## config.mk

```make
export PLATFORM = sky130hd
export DESIGN_NAME = logic_unit_arbiter
export DESIGN_NICKNAME = d
export VERILOG_FILES = /design/src/rtl/logic_unit_arbiter.sv
export SDC_FILE = /design/constraint.sdc
export NUM_CORES = 1
export LEC_CHECK = 0
export CORE_MARGIN = 1
export CORE_UTILIZATION = 40
export DETAILED_ROUTE_END_ITERATION = 10
export HOLD_SLACK_MARGIN = 0.03
export PLACE_DENSITY = 0.77
export SETUP_SLACK_MARGIN = 0.05
export SYNTH_ARGS = -nofsm -noshare
export SYNTH_HDL_FRONTEND = slang
export SYNTH_SLANG_ARGS = --single-unit
```

## constraint.sdc

```tcl
create_clock -name clk -period 1.59 [get_ports clk]
set_input_delay 0.318 -clock clk [delete_from_list [all_inputs] [get_ports clk]]
set_output_delay 0.318 -clock clk [all_outputs]
set_load 0.02 [all_outputs]
```

## src/rtl/logic_unit_arbiter.sv

```systemverilog
// logic_unit_arbiter
//   Shares one W-bit bitwise logic unit (AND/OR/NOT/NAND/NOR/XOR/XNOR) between
//   NUM_REQ requesters. A round-robin arbiter accepts one request at a time,
//   registers its operands, computes the result one cycle later and presents it
//   on a valid/ready result channel tagged with the requester id.
//
// Ports
//   clk        in   1            rising-edge clock
//   rst        in   1            synchronous active-high reset
//   req_valid  in   NUM_REQ      per-requester request valid
//   req_ready  out  NUM_REQ      per-requester accept (one-hot or zero)
//   req_op     in   3*NUM_REQ    opcode, requester i at [3*i+:3]
//   req_a      in   W*NUM_REQ    operand A, requester i at [W*i+:W]
//   req_b      in   W*NUM_REQ    operand B, requester i at [W*i+:W]
//   res_valid  out  1            result valid
//   res_ready  in   1            result consumer ready
//   res_data   out  W            result
//   res_id     out  IDW          requester that issued the op
//   res_err    out  1            illegal opcode flag (opcode 111)
//   op_count   out  16           completed-op counter
//
// Configuration
//   LU_ARB_STATS_EN  when defined, op_count counts completed result handshakes
//                    (saturating at 16'hFFFF); otherwise op_count is tied to 0.

module logic_unit_arbiter #(
  parameter  int W       = 8,
  parameter  int NUM_REQ = 4,
  localparam int IDW     = $clog2(NUM_REQ)
) (
  input  logic                   clk,
  input  logic                   rst,
  input  logic [NUM_REQ-1:0]     req_valid,
  output logic [NUM_REQ-1:0]     req_ready,
  input  logic [3*NUM_REQ-1:0]   req_op,
  input  logic [W*NUM_REQ-1:0]   req_a,
  input  logic [W*NUM_REQ-1:0]   req_b,
  output logic                   res_valid,
  input  logic                   res_ready,
  output logic [W-1:0]           res_data,
  output logic [IDW-1:0]         res_id,
  output logic                   res_err,
  output logic [15:0]            op_count
);

  typedef enum logic [1:0] {
    S_IDLE = 2'd0,
    S_EXEC = 2'd1,
    S_HOLD = 2'd2
  } state_t;

  state_t           r_state;
  logic [IDW-1:0]   r_rrPtr;
  logic [2:0]       r_op;
  logic [W-1:0]     r_a;
  logic [W-1:0]     r_b;
  logic [IDW-1:0]   r_id;
  logic             r_resValid;
  logic [W-1:0]     r_resData;
  logic [IDW-1:0]   r_resId;
  logic             r_resErr;

  logic [IDW-1:0]   w_grantId;
  logic             w_grantFound;
  logic             w_transfer;
  logic [2:0]       w_selOp;
  logic [W-1:0]     w_selA;
  logic [W-1:0]     w_selB;
  logic [W-1:0]     w_aluData;
  logic             w_aluErr;

  // (base + off) mod NUM_REQ without relying on NUM_REQ being a power of two.
  function automatic logic [IDW-1:0] wrapAdd(input logic [IDW-1:0] base,
                                             input int unsigned    off);
    int unsigned s;
    s = 32'(base) + off;
    if (s >= 32'(NUM_REQ)) s = s - 32'(NUM_REQ);
    return IDW'(s);
  endfunction

  // Round-robin search starting at r_rrPtr. Scanning offsets from the far end
  // down to 0 lets the nearest valid requester overwrite any farther one.
  always_comb begin
    w_grantId    = r_rrPtr;
    w_grantFound = 1'b0;
    for (int k = NUM_REQ - 1; k >= 0; k--) begin
      if (req_valid[wrapAdd(r_rrPtr, 32'(k))]) begin
        w_grantId    = wrapAdd(r_rrPtr, 32'(k));
        w_grantFound = 1'b1;
      end
    end
  end

  // Accept is only offered while idle and out of reset, so at most one bit is set.
  always_comb begin
    req_ready = '0;
    if (!rst && (r_state == S_IDLE) && w_grantFound) begin
      req_ready[w_grantId] = 1'b1;
    end
  end

  assign w_transfer = |(req_valid & req_ready);

  // Select the granted requester's opcode and operands.
  always_comb begin
    w_selOp = '0;
    w_selA  = '0;
    w_selB  = '0;
    for (int i = 0; i < NUM_REQ; i++) begin
      if (w_grantId == IDW'(i)) begin
        w_selOp = req_op[3*i +: 3];
        w_selA  = req_a[W*i +: W];
        w_selB  = req_b[W*i +: W];
      end
    end
  end

  // The shared gate array, fed only from the latched operands.
  always_comb begin
    w_aluData = '0;
    w_aluErr  = 1'b0;
    case (r_op)
      3'b000:  w_aluData = r_a & r_b;
      3'b001:  w_aluData = r_a | r_b;
      3'b010:  w_aluData = ~r_a;
      3'b011:  w_aluData = ~(r_a & r_b);
      3'b100:  w_aluData = ~(r_a | r_b);
      3'b101:  w_aluData = r_a ^ r_b;
      3'b110:  w_aluData = ~(r_a ^ r_b);
      default: begin
        w_aluData = '0;
        w_aluErr  = 1'b1;
      end
    endcase
  end

  // Control FSM with registered result outputs.
  always_ff @(posedge clk) begin
    if (rst) begin
      r_state    <= S_IDLE;
      r_rrPtr    <= '0;
      r_op       <= '0;
      r_a        <= '0;
      r_b        <= '0;
      r_id       <= '0;
      r_resValid <= 1'b0;
      r_resData  <= '0;
      r_resId    <= '0;
      r_resErr   <= 1'b0;
    end else begin
      case (r_state)
        S_IDLE: begin
          if (w_transfer) begin
            r_op    <= w_selOp;
            r_a     <= w_selA;
            r_b     <= w_selB;
            r_id    <= w_grantId;
            r_state <= S_EXEC;
          end
        end
        S_EXEC: begin
          r_resData  <= w_aluData;
          r_resErr   <= w_aluErr;
          r_resId    <= r_id;
          r_resValid <= 1'b1;
          r_state    <= S_HOLD;
        end
        S_HOLD: begin
          if (res_ready) begin
            r_resValid <= 1'b0;
            // Next search starts just after the requester that was served.
            r_rrPtr    <= (r_resId == IDW'(NUM_REQ - 1)) ? '0 : r_resId + IDW'(1);
            r_state    <= S_IDLE;
          end
        end
        default: r_state <= S_IDLE;
      endcase
    end
  end

  assign res_valid = r_resValid;
  assign res_data  = r_resData;
  assign res_id    = r_resId;
  assign res_err   = r_resErr;

`ifdef LU_ARB_STATS_EN
  logic [15:0] r_opCount;

  // Counts completed result handshakes, holding at all-ones.
  always_ff @(posedge clk) begin
    if (rst) begin
      r_opCount <= '0;
    end else if (r_resValid && res_ready && (r_opCount != 16'hFFFF)) begin
      r_opCount <= r_opCount + 16'd1;
    end
  end

  assign op_count = r_opCount;
`else
  assign op_count = 16'h0000;
`endif

endmodule

```

## Yosys cells after proc, flatten, opt, wreduce, memory -nomap -nowiden

Cells that the tools add are included.

- Add/sub/neg operators: 8
- Multipliers: 0
- Div/mod/pow operators: 0
- $lt $le $gt $ge: 10
- Equal/unequal tests: 14
- Shifts and indexed selects: 0
- Multiplexer cells: 43
- Bitwise logic cells: 8
- Reduce and logical (&&, ||, !) cells: 14

Operator list:

| cell | number |
|---|---|
| 8-bit 2-to-1 mux | 8 |
| 8-bit one-hot mux with 7 select lines | 1 |
| 8-bit NOT | 4 |
| 2-bit 2-to-1 mux | 11 |
| 2-bit by 3-bit < comparator with 1-bit output (second input constant) | 5 |
| 3-bit 2-to-1 mux | 4 |
| 1-bit 2-to-1 mux | 11 |
| 3-bit equality test (second input constant) | 3 |
| 3-bit greater-or-equal comparator (second input constant) | 3 |
| 8-bit bitwise AND | 1 |
| 1-bit binary-select mux with 2-bit select | 4 |
| 2-bit equality test (second input constant) | 4 |
| 8-bit bitwise OR | 1 |
| 2-bit AND reduction | 4 |
| 2-bit by 1-bit subtractor with 2-bit output (second input constant) | 4 |
| 8-bit bitwise XOR | 1 |
| 7-bit OR reduction | 1 |
| 2-bit by 2-bit adder with 3-bit output (second input constant) | 2 |
| 3-bit by 2-bit equality test with 1-bit output (second input constant) | 2 |
| 2-bit one-hot mux with 3 select lines | 1 |
| 4-bit bitwise AND | 1 |
| 2-bit by 1-bit equality test with 1-bit output (second input constant) | 2 |
| 2-bit logical NOT | 2 |
| 4-bit 2-to-1 mux | 1 |
| 13 further kinds | 16 |

- Bits in registers: 37
- Latch bits: 0
- RAM bits: 0
- ROM bits: 0
- Input bits: 83
- Output and inout bits: 32
- Logic and storage cells: 107
- Memories kept: 0

## Depth between registers and ports, before layout

Gate-level depths: netlist (run 1).

- Depth in word-level cells: 18
- Gate-level depth with buffers: 7
- Gate-level depth less buffers: 7

## Least setup slack after synthesis (run 1)

No wires, ideal clock.

- Kind: reg2out
- Start: reg r_rrPtr[1]
- End: out req_ready[0]
- Data arrival time: 1556 ps
- Required time: 1272 ps
- Slack: -284 ps
- Stages on the path, launching flop included: 6
- Cell sequence: dfxtp_1 or3_1 nand4b_1 nand3_1 buf_2 nor2_1

- Word-level cells in the longest chain between the ends: 14

RTL lines:

| item | line | RTL |
|---|---|---|
| from (decl) | 53 | `logic [IDW-1:0] r_rrPtr;` |
| from (signal assigned) | 172 | `r_rrPtr <= (r_resId == IDW'(NUM_REQ - 1)) ? '0 : r_resId + IDW'(1);` |
| 2-bit by 2-bit adder with 3-bit output | 76 | `s = 32'(base) + off;` |
| 3-bit greater-or-equal comparator / 2-bit by 1-bit subtractor with 2-bit output (equally long branches) | 77 | `if (s >= 32'(NUM_REQ)) s = s - 32'(NUM_REQ);` |
| 2-bit 2-to-1 mux | 77 |  |
| 1-bit binary-select mux with 2-bit select | 87 | `if (req_valid[wrapAdd(r_rrPtr, 32'(k))]) begin` |
| 1-bit 2-to-1 mux (implied by the code) | 87 |  |
| 2-bit 2-to-1 mux (4 in a row) | 87 |  |
| 2-bit by 3-bit < comparator with 1-bit output (implied by the code) / 2-bit by 1-bit greater-or-equal comparator with 1-bit output (equally long branches) | 98 | `req_ready[w_grantId] = 1'b1;` |
| 1-bit logical AND (implied by the code) | 98 |  |
| 1-bit 2-to-1 mux (implied by the code) | 98 |  |
| 1-bit demux with 2-bit select | 98 |  |
| 4-bit 2-to-1 mux (*) | 97 | `if (!rst && (r_state == S_IDLE) && w_grantFound) begin` |
| to (decl) | 34 | `output logic [NUM_REQ-1:0] req_ready,` |

Mark *: on every way between the ends. The rest lies on a longest branch, timed or not. The select of a mux whose other input is x is not followed.

## Worst setup path in the final report (run 1)

- Start: in req_valid[2]
- End: out req_ready[0]

- Word-level cells in the longest chain between the ends: 11

RTL lines:

| item | line | RTL |
|---|---|---|
| from (decl) | 33 | `input logic [NUM_REQ-1:0] req_valid,` |
| 1-bit binary-select mux with 2-bit select | 87 |  |
| 1-bit 2-to-1 mux (implied by the code) | 87 |  |
| 2-bit 2-to-1 mux (4 in a row) | 87 |  |
| 2-bit by 3-bit < comparator with 1-bit output (implied by the code) / 2-bit by 1-bit greater-or-equal comparator with 1-bit output (equally long branches) | 98 |  |
| 1-bit logical AND (implied by the code) | 98 |  |
| 1-bit 2-to-1 mux (implied by the code) | 98 |  |
| 1-bit demux with 2-bit select | 98 |  |
| 4-bit 2-to-1 mux (*) | 97 |  |

Marks and branches as above.

==> results.rst, run 1 <==
.. list-table::
   :header-rows: 1

   * - Metric
     - Value
   * - Vertical die dimension
     - 87.7 um
   * - Leak Pwr
     - 2.00 nW
   * - Routability congestion estimate from global placement
     - 0.801
   * - Fill count
     - 475
   * - Cell with the largest stage delay on the worst path
     - or3_1
   * - Area of the placeable core
     - 6940 um^2
   * - Share of post-route cells with drive strength above 1
     - 34.1%
   * - CP Launch Type
     - input pin
   * - Post-layout net count
     - 592
   * - Beginning of the worst register-to-register path
     - r_state[1]
   * - Yosys warning total
     - 0
   * - Result of the run
     - finished with violations
   * - Count of distinct cell types in the synthesized netlist
     - 42
   * - Failing checks
     - setup timing
   * - Setup repair after global routing missed its margin
     - yes
   * - R2R Setup Slk
     - -0.23 ns
   * - Launch point of the worst hold path
     - res_data[4]
   * - Vias in the first global route
     - 3,112
   * - Count of antenna-violating nets left after detailed routing
     - 0
   * - Maximum number of pins on one net before global-route repair
     - 26
   * - Effective utilization at floorplan
     - 42.3%
   * - Setup violation total in the final timing report
     - 24
   * - Post-synth EDFFs
     - 0
   * - Most frequent cell on the critical path
     - buf_4
   * - Initial drt markers
     - 147
   * - Power density of the placed cells
     - 708 nW/um^2
   * - Most common flop cell mapped by yosys
     - dfxtp_1
   * - Worst-path clk slew
     - 0.08 ns
   * - Achievable frequency
     - 520 MHz
   * - Gate count after technology mapping
     - 349
   * - Final hold viol count
     - 0
   * - Highest cell delay on the worst timing path
     - 0.38 ns
   * - Slew HR
     - 65.4%
   * - Number of port buffers
     - 98
   * - Routed len/inst
     - 16.8 um
   * - Crit path time final
     - 1.92 ns
   * - DRC violation count after routing
     - 0
   * - Slew at the pin closest to its max-slew limit
     - 0.517 ns
   * - Die area
     - 7690 um^2
   * - R2r worst-path depth
     - 8
   * - CP Data Required Time
     - 1.27 ns
   * - Row cnt
     - 30
   * - Most frequent cells in the layout
     - clkdlybuf4s50_1 (77), buf_4 (44), nand2_1 (28)
   * - Die width
     - 87.7 um
   * - Count of pins over their slew limit
     - 0
   * - Cell breakdown of the critical path
     - buf_2 > buf_4 > or3_1 > nand4b_1 > buf_4 > nand3_4 > nor2_4 > buf_6
   * - Worst Hold End
     - res_data[4]
   * - First-pass GRT wire length
     - 14.8 mm
   * - Worst hold path stage count
     - 2
   * - Half-perimeter wire length of the detailed placement result
     - 6.60 mm
   * - Post-DP Area
     - 4270 um^2
   * - Post-DR vias/cell
     - 5.64
   * - Clock sinks
     - 37
   * - Critical path class
     - in2out
   * - Cell chosen for the clock root
     - clkbuf_8
   * - Synthesis-to-layout area growth
     - 69.7%
   * - All-layer global routing usage
     - 24.6%
   * - Netlist area before placement
     - 2940 um^2
   * - DR vias
     - 3,322
   * - IR Drop Worst-Case VDD
     - 0.359 mV
   * - CTS H-tree lvls
     - 2
   * - Multi-input gate area in the final layout
     - 2380 um^2
   * - Crit path setup slack, layout
     - -0.333 ns
   * - Highest net fanout along the worst path
     - 3
   * - Remaining global-route overflow
     - 0
   * - TritonCTS clock tree
     - yes
   * - Sequential cell area
     - 761 um^2
   * - Ant diodes
     - 0
   * - Category of the worst setup path capture point
     - primary output
   * - Final clock period utilization by the worst path
     - 121%
   * - End of the worst register-to-register path
     - r_a[1]
   * - Worst slack at placement
     - -1.15 ns
   * - Post-Synthesis Mean Instance Area
     - 8.42 um^2
   * - Reported max-cap violation count
     - 0
   * - Top Ports
     - 115
   * - Worst Path Arrival
     - 1.61 ns
   * - Final design utilization
     - 71.8%
   * - Post-Layout Inst Area
     - 4990 um^2
   * - 1st-pass router iterations
     - 5
   * - Number of antenna violations at the first check in global routing
     - 0
   * - Share of flip-flops with an asynchronous set or reset
     - 0%
   * - Total detailed-routing wirelength
     - 9.91 mm
   * - Clock Skew
     - 0.00576 ns
   * - Commonest non-fill, non-tap cell in the layout
     - clkdlybuf4s50_1
   * - Classification of the worst-slack hold path
     - reg2reg
   * - Total of flip-flops plus latches after synthesis
     - 37
   * - Clock latency of the later-clocked register in the worst-skew pair
     - 0.30 ns
   * - Number of buffers inserted during clock tree synthesis
     - 5
   * - Sequential area share after synthesis
     - 25.2%
   * - Deepest clock path buffer count
     - 2
[synthesized netlist by cell type, types with 4 or more instances]
master,n,share of area (%)
a21oi_1,19,3.2
and4_1,13,3.9
buf_2,7,1.2
buf_4,16,4.1
clkbuf_1,14,1.8
dfxtp_1,37,25
ha_1,17,7.2
inv_1,19,2.4
mux2i_1,30,10
nand2_1,32,4.1
nand2b_1,15,3.2
nor2_1,15,1.9
nor2b_1,6,1.3
o211ai_1,13,3.3
o211ai_2,7,3.0
o21ai_0,10,1.7
o21ai_1,10,1.7
o21ba_2,4,1.4
o221ai_1,10,3.0
o22ai_1,4,0.85
o31a_1,13,3.9
or3_1,7,1.5
[what timing repair did]
| item | in CTS | in global routing |
|---|---|---|
| endpoints found under the setup margin | 40 | 30 |
| gates resized for setup | 102 | 54 |
| pin swaps | 26 | 25 |
| hold buffers | 0 | 0 |
| cloned | 1 | 1 |
| setup buffers | 10 | 13 |
[through the flow]
stage | hold WS, ns | instances | power [mW] | setup TNS, ns
6_report | 0.452 | 589 | 3.53 | -3.57
5_1_grt | 0.474 | 589 | 3.69 | -4.48
4_1_cts | 0.456 | 575 | 3.32 | -3.13
3_5_place_dp | 0.447 | 557 | 2.46 | -20.45
3_3_place_gp | 0.444 | 557 | 2.42 | -19.43
2_1_floorplan | 0.455 | 364 | 1.95 | -0.690
[cell type report]
cell class | instances | share of cell area (%)
clock inverter | 1 | 0.100
inverter | 19 | 1.43
clock buffer | 7 | 1.93
tap | 96 | 2.41
multi-input combinational | 269 | 47.7
timing repair buffer | 160 | 31.2
sequential | 37 | 15.3
[report_power, final]
group | total, mW | internal [mW] | switching (mW)
sequential | 1.13 | 1.04 | 0.0946
combinational | 1.65 | 0.890 | 0.762
clock | 0.748 | 0.392 | 0.355
total | 3.53 | 2.32 | 1.21
[critical path, delay by kind of cell]
family	cells	cell delay, ns
buffers and inverters	4	0.54
AND/OR/NAND/NOR	4	0.75
[how the worst max path moves through the flow]
stage                      start      endpoint
floorplan           req_valid[2]  req_ready[0]
global placement    req_valid[2]  req_ready[0]
detailed placement  req_valid[2]  req_ready[0]
CTS                   r_rrPtr[1]  req_ready[0]
global route          r_rrPtr[1]  req_ready[0]
finish              req_valid[2]  req_ready[0]
[routing by layer]
| layer | vias to the layer above | global-route usage [%] | wire length, um |
|---|---|---|---|
| li1 | 1536 | - | - |
| met1 | 1608 | 29.1 | 3870 |
| met2 | 153 | 44.7 | 5280 |
| met3 | 25 | 3.58 | 514 |
| met4 | 0 | 9.54 | 248 |
| met5 | - | 0 | 0 |
[kinds of logic (layout without fill, tap and decap cells)]
kind of cell / Yosys count / count (layout) / share of synthesized area [%]
simple gates: 101 / 101 / 19.1
compound gates: 99 / 99 / 24.7
buf+inv: 58 / 187 / 10.0
flops: 37 / 37 / 25.2
mux: 36 / 36 / 13.7
fa+ha+maj: 17 / 17 / 7.24
other cells: 1 / 16 / 0.128
[state kept, by name, indices dropped and copies added (netlist names)]
signal and flops:
r_a 8, r_b 8, r_id 2, r_op 3, r_rrPtr 2, r_state 2
res_data 8, res_err 1, res_id 2, res_valid 1
No activity file was read; power rests on OpenSTA's default activity.
==> run 2, diff against run 1 <==
--- a/config.mk
+++ b/config.mk
@@ -5,11 +5,12 @@
 export SDC_FILE = /design/constraint.sdc
 export NUM_CORES = 1
 export LEC_CHECK = 0
+export CAP_MARGIN = 20
 export CORE_MARGIN = 1
-export CORE_UTILIZATION = 40
+export CORE_UTILIZATION = 45
 export DETAILED_ROUTE_END_ITERATION = 10
 export HOLD_SLACK_MARGIN = 0.03
-export PLACE_DENSITY = 0.77
+export PLACE_DENSITY = 0.82
 export SETUP_SLACK_MARGIN = 0.05
 export SYNTH_ARGS = -nofsm -noshare
 export SYNTH_HDL_FRONTEND = slang
==> constraint.sdc (replaced) <==
create_clock -name clk -period 2 [get_ports clk]
set_input_delay 0.4 -clock clk [delete_from_list [all_inputs] [get_ports clk]]
set_output_delay 0.4 -clock clk [all_outputs]
set_load 0.02 [all_outputs]
==> run 2 against run 1 <==
Effect of this change:
- the flow still finishes with violations (setup timing)
- register-to-register slack better by 0.38 ns
- die area shrank 11%
- largest cell class unchanged
- setup slack improved by 0.33 ns
- clock power is 9.0% lower
- power decreased by 25%
- largest power group unchanged
- wire length decreased by 14%
- count of clock-buffer cells in the layout stayed put
- design area is 12% lower
- sequential cell count unchanged
- critical path type unchanged
- worst hold slack gained 0.0021 ns
- utilization is 2.2 points lower
- critical path depth is 1 higher
==> results.rst, run 2 (synthesis gave the netlist of run 1 again) <==
.. list-table::
   :header-rows: 1

   * - Metric
     - Value
   * - Worst slack at placement
     - -0.833 ns
   * - Slew HR
     - 46.9%
   * - Number of buffers inserted during clock tree synthesis
     - 5
   * - Number of antenna violations at the first check in global routing
     - 0
   * - Worst-path clk slew
     - 0.07 ns
   * - Highest net fanout along the worst path
     - 3
   * - First-pass GRT wire length
     - 13.8 mm
   * - Count of pins over their slew limit
     - 0
   * - Total detailed-routing wirelength
     - 8.56 mm
   * - Crit path time final
     - 2.00 ns
   * - All-layer global routing usage
     - 24.4%
   * - Maximum number of pins on one net before global-route repair
     - 26
   * - Number of port buffers
     - 98
   * - Half-perimeter wire length of the detailed placement result
     - 6.39 mm
   * - Worst Path Arrival
     - 1.60 ns
   * - Effective utilization at floorplan
     - 46.5%
   * - CP Launch Type
     - input pin
   * - Category of the worst setup path capture point
     - primary output
   * - Classification of the worst-slack hold path
     - reg2reg
   * - Power density of the placed cells
     - 600 nW/um^2
   * - Setup repair after global routing missed its margin
     - yes
   * - DRC violation count after routing
     - 0
   * - Most frequent cells in the layout
     - clkdlybuf4s50_1 (89), dfxtp_1 (37), buf_4 (35)
   * - Routed len/inst
     - 15.6 um
   * - Setup violation total in the final timing report
     - 1
   * - Initial drt markers
     - 161
   * - R2R Setup Slk
     - 0.15 ns
   * - Sum of negative setup slack
     - -0.00144 ns
   * - Reported max-cap violation count
     - 0
   * - Die width
     - 82.8 um
   * - Ant diodes
     - 0
   * - Vias in the first global route
     - 3,026
   * - Final hold viol count
     - 0
   * - CP Data Required Time
     - 1.60 ns
   * - Post-layout net count
     - 569
   * - Critical Path End
     - req_ready[2]
   * - Clock latency of the later-clocked register in the worst-skew pair
     - 0.29 ns
   * - 1st-pass router iterations
     - 4
   * - Die area
     - 6860 um^2
   * - Crit path setup slack, layout
     - -0.00144 ns
   * - CTS H-tree lvls
     - 2
   * - Cell chosen for the clock root
     - clkbuf_8
   * - TritonCTS clock tree
     - yes
   * - DR vias
     - 3,037
   * - Routability congestion estimate from global placement
     - 0.965
   * - Count of antenna-violating nets left after detailed routing
     - 0
   * - Deepest clock path buffer count
     - 2
   * - End of the worst register-to-register path
     - r_a[2]
   * - Synthesis-to-layout area growth
     - 49.5%
   * - Critical path class
     - in2out
   * - Slew at the pin closest to its max-slew limit
     - 0.795 ns
   * - Post-DR vias/cell
     - 5.55
   * - Top Ports
     - 115
   * - Failing checks
     - setup timing
   * - Commonest non-fill, non-tap cell in the layout
     - clkdlybuf4s50_1
   * - Sequential cell area
     - 741 um^2
   * - Row cnt
     - 29
   * - Result of the run
     - finished with violations
   * - Area of the placeable core
     - 6310 um^2
   * - Remaining global-route overflow
     - 0
   * - Fill count
     - 489
   * - Clock Skew
     - 0.00792 ns
   * - Leak Pwr
     - 1.76 nW
   * - Worst setup path startpoint
     - req_valid[2]
   * - IR Drop Worst-Case VDD
     - 0.442 mV
   * - Share of post-route cells with drive strength above 1
     - 20.0%
   * - R2r worst-path depth
     - 6
   * - Beginning of the worst register-to-register path
     - r_rrPtr[0]
   * - Achievable frequency
     - 500 MHz
   * - Vertical die dimension
     - 82.8 um
   * - Clock sinks
     - 37
   * - Multi-input gate area in the final layout
     - 2090 um^2
   * - Final clock period utilization by the worst path
     - 100%
[run 2: cell count changes in the layout (fill, tap and decap cells not counted), moves of 6 or more]
cell	change
o21ai_1	+6
buf_4	-9
dfxtp_2	-7
clkdlybuf4s50_1	+12
o21ai_2	-11
mux2i_4	-12
inv_1	+9
mux2i_1	+9
dlygate4sd2_1	-13
buf_6	-7
inv_2	-9
dfxtp_1	+10
[run 2: report_power, final]
group	internal [mW]	total (mW)	leakage (nW)	switching [mW]
combinational	0.561	1.05	1.39	0.494
clock	0.407	0.681	0.0585	0.274
sequential	0.823	0.901	0.304	0.0781
total	1.79	2.64	1.76	0.846
[run 2: area by class of cell]
class | count | area share [%]
multi-input cells | 269 | 47.5
repair buffers | 137 | 29.2
flip-flops and latches | 37 | 16.9
well taps | 77 | 2.19
clock buffers | 7 | 1.97
inverters | 19 | 1.62
clock inverters | 1 | 0.684
[run 2: what timing repair did]
action,4_1_cts,5_1_grt
setup endpoints to repair,23,16
pin swaps,12,5
setup buffers,5,3
hold buffers,0,0
gates resized for setup,66,11
[run 2: metrics by stage]
stage                     std cells  utilization (%)  hold slack, ns  total power, mW  instance area, um^2
after floorplan                 364                -           0.455             1.52                 3000
after global placement          532             64.8           0.442             1.87                 4090
after detailed placement        532             64.8           0.449             1.90                 4090
after CTS                       545             68.8           0.459             2.61                 4350
after global routing            547             69.6           0.492             2.77                 4390
final                           547             69.6           0.454             2.64                 4390
[run 2: routing by layer]
metal,vias to the layer above,wire length (um),track usage (%),share of wire (%)
met5,-,0,0,0
li1,1483,-,-,-
met2,126,4290,42.8,50
met4,0,145,6.74,1.7
met3,19,543,5.57,6.3
met1,1409,3580,29.8,42
[run 2: how the worst min path moves through the flow]
stage,from,end,slack (ns),cells past startpoint
3_3_place_gp,res_valid,res_valid,0.44,2
4_1_cts,res_data[1],res_data[1],0.46,2
2_1_floorplan,r_id[1],r_id[1],0.45,2
5_1_grt,res_data[5],res_data[5],0.49,2
3_5_place_dp,res_data[1],res_data[1],0.45,2
6_report,res_data[1],res_data[1],0.45,2
[run 2: worst max-delay path, stage by stage]
cell      delay, ns
buf_8          0.10
buf_6          0.10
or3_1          0.37
nand4b_1       0.13
buf_4          0.15
nand2_4        0.06
nand2_4        0.11
nor2_4         0.04
buf_6          0.14
==> run 3, diff against run 2 <==
==> constraint.sdc (replaced) <==
create_clock -name clk -period 2.1 [get_ports clk]
set_input_delay 0.42 -clock clk [delete_from_list [all_inputs] [get_ports clk]]
set_output_delay 0.42 -clock clk [all_outputs]
set_load 0.02 [all_outputs]
==> run 3 against run 2 <==
Effect of this change:
- the flow now finishes without violations
- critical endpoint is now req_ready[0]
- non-clock buffer count shrank 2
- largest cell class unchanged
- sequential power shrank 5.1%
- critical path depth shrank 1
- die area is the same
- final cell count shrank 0.37%
- clock power shrank 4.6%
- combinational power shrank 7%
- wire length shrank 6.3%
==> results.rst, run 3 (synthesis gave the netlist of run 1 again) <==
.. list-table::
   :header-rows: 1

   * - Metric
     - Value
   * - Result of the run
     - finished clean
   * - Final hold viol count
     - 0
   * - Most frequent cell on the critical path
     - buf_6
   * - Half-perimeter wire length of the detailed placement result
     - 6.32 mm
   * - Category of the worst setup path capture point
     - primary output
   * - Power density of the placed cells
     - 571 nW/um^2
   * - Clock latency of the later-clocked register in the worst-skew pair
     - 0.29 ns
   * - Number of antenna violations at the first check in global routing
     - 0
   * - Deepest clock path buffer count
     - 2
   * - DRC violation count after routing
     - 0
   * - Count of pins over their slew limit
     - 0
   * - Fill count
     - 504
   * - CP Launch Type
     - input pin
   * - Area of the placeable core
     - 6310 um^2
   * - Multi-input gate area in the final layout
     - 2060 um^2
   * - Highest cell delay on the worst timing path
     - 0.26 ns
   * - Setup violation total in the final timing report
     - 0
   * - Vertical die dimension
     - 82.8 um
   * - All-layer global routing usage
     - 23.5%
   * - Count of antenna-violating nets left after detailed routing
     - 0
   * - Row cnt
     - 29
   * - Cell chosen for the clock root
     - clkbuf_8
   * - Die area
     - 6860 um^2
   * - Final clock period utilization by the worst path
     - 95.9%
   * - Worst setup path startpoint
     - req_valid[1]
   * - Share of post-route cells with drive strength above 1
     - 19.7%
   * - Beginning of the worst register-to-register path
     - r_rrPtr[0]
   * - Slew HR
     - 47.2%
   * - 1st-pass router iterations
     - 4
   * - TritonCTS clock tree
     - yes
   * - Cell class contributing the biggest share of worst-path delay
     - buffers and inverters
   * - Setup repair after global routing missed its margin
     - no
   * - Worst Path Arrival
     - 1.59 ns
   * - Highest net fanout along the worst path
     - 3
   * - Synthesis-to-layout area growth
     - 47.7%
   * - Crit path time final
     - 2.01 ns
   * - Sequential cell area
     - 743 um^2
   * - CP Data Required Time
     - 1.68 ns
   * - Cell breakdown of the critical path
     - dlygate4sd2_1 > buf_4 > nand2b_4 > a21oi_2 > nor3_4 > buf_6 > nor2_4 > buf_6
   * - Routed len/inst
     - 14.7 um
   * - Critical path buffers and inverters
     - 4
   * - Post-layout net count
     - 567
   * - Slew at the pin closest to its max-slew limit
     - 0.790 ns
   * - Top Ports
     - 115
   * - Post-Layout Inst Area
     - 4340 um^2
   * - Reported max-cap violation count
     - 0
   * - Maximum number of pins on one net before global-route repair
     - 27
   * - Vias in the first global route
     - 2,904
   * - Launch point of the worst hold path
     - res_data[0]
   * - Post-DP Area
     - 4090 um^2
   * - Clock Skew
     - 0.00531 ns
   * - Remaining global-route overflow
     - 0
   * - Pwr Total
     - 2.48 mW
   * - Effective utilization at floorplan
     - 46.5%
   * - Die width
     - 82.8 um
   * - Number of port buffers
     - 98
   * - Leak Pwr
     - 1.74 nW
   * - Classification of the worst-slack hold path
     - reg2reg
   * - Cell with the largest stage delay on the worst path
     - dlygate4sd2_1
   * - Most frequent cells in the layout
     - clkdlybuf4s50_1 (89), buf_4 (36), dfxtp_1 (35)
   * - Total detailed-routing wirelength
     - 8.02 mm
   * - Number of buffers inserted during clock tree synthesis
     - 5
   * - Achievable frequency
     - 497 MHz
   * - IR Drop Worst-Case VDD
     - 0.313 mV
   * - Commonest non-fill, non-tap cell in the layout
     - clkdlybuf4s50_1
   * - Post-DR vias/cell
     - 5.48
   * - CTS H-tree lvls
     - 2
   * - Critical path class
     - in2out
   * - DR vias
     - 2,989
   * - Clock sinks
     - 37
   * - Ant diodes
     - 0
   * - Initial drt markers
     - 208
   * - Worst-path clk slew
     - 0.08 ns
   * - Routability congestion estimate from global placement
     - 0.951
   * - First-pass GRT wire length
     - 13.3 mm
## run 3: per-layer routing
metal | global-route usage [%] | routed length (um)
met1 | 29.3 | 3430
met2 | 41.3 | 4030
met3 | 4.67 | 486
met4 | 5.96 | 68
met5 | 0 | 0
## run 3: power breakdown
part	internal, mW	total (mW)	leakage (nW)	switching (mW)
registers	0.784	0.855	0.305	0.0711
clock network	0.386	0.650	0.0574	0.263
logic	0.522	0.974	1.38	0.452
total	1.69	2.48	1.74	0.786
## run 3: path summary, 6_finish.rpt
path | end | slack [ns] | cells past startpoint
setup / recovery | req_ready[0] | 0.09 | 8
hold / removal | res_data[0] | 0.46 | 2
setup reg to reg | r_a[5] | 0.30 | 8
hold reg to reg | res_data[0] | 0.46 | 2
## run 3: worst min-delay path, delay by kind of cell, from the launching register on
| family | cells | cell delay [ns] |
|---|---|---|
| DFF | 1 | 0.31 |
| AOI/OAI and AO/OA | 1 | 0.05 |
| and+or+nand+nor | 1 | 0.05 |
## run 3: final cells by class
| class | count | area share [%] |
|---|---|---|
| Clock buffer | 6 | 1.90 |
| Sequential cell | 37 | 17.1 |
| Clock inverter | 2 | 0.865 |
| Multi-Input combinational cell | 269 | 47.4 |
| Tap cell | 77 | 2.22 |
| Inverter | 19 | 1.64 |
| Timing Repair Buffer | 135 | 28.8 |
## run 3: what timing repair did
| item | 4_1_cts | 5_1_grt |
|---|---|---|
| setup endpoints to repair | 12 | 4 |
| pin swaps | 11 | 10 |
| buffers inserted | 3 | 2 |
| gates resized for setup | 46 | 19 |
| hold buffers | 0 | 0 |
## run 3: metrics by stage
stage	worst slack [ns]	hold WS, ns	cells	TNS (ns)	util [%]
finish	0.0870	0.455	545	0	68.7
global route	0.0374	0.489	545	0	68.7
CTS	0.0525	0.457	543	0	67.9
detailed placement	-0.821	0.447	532	-7.55	64.8
global placement	-0.737	0.444	532	-6.57	64.8
floorplan	0.0638	0.455	364	0	-
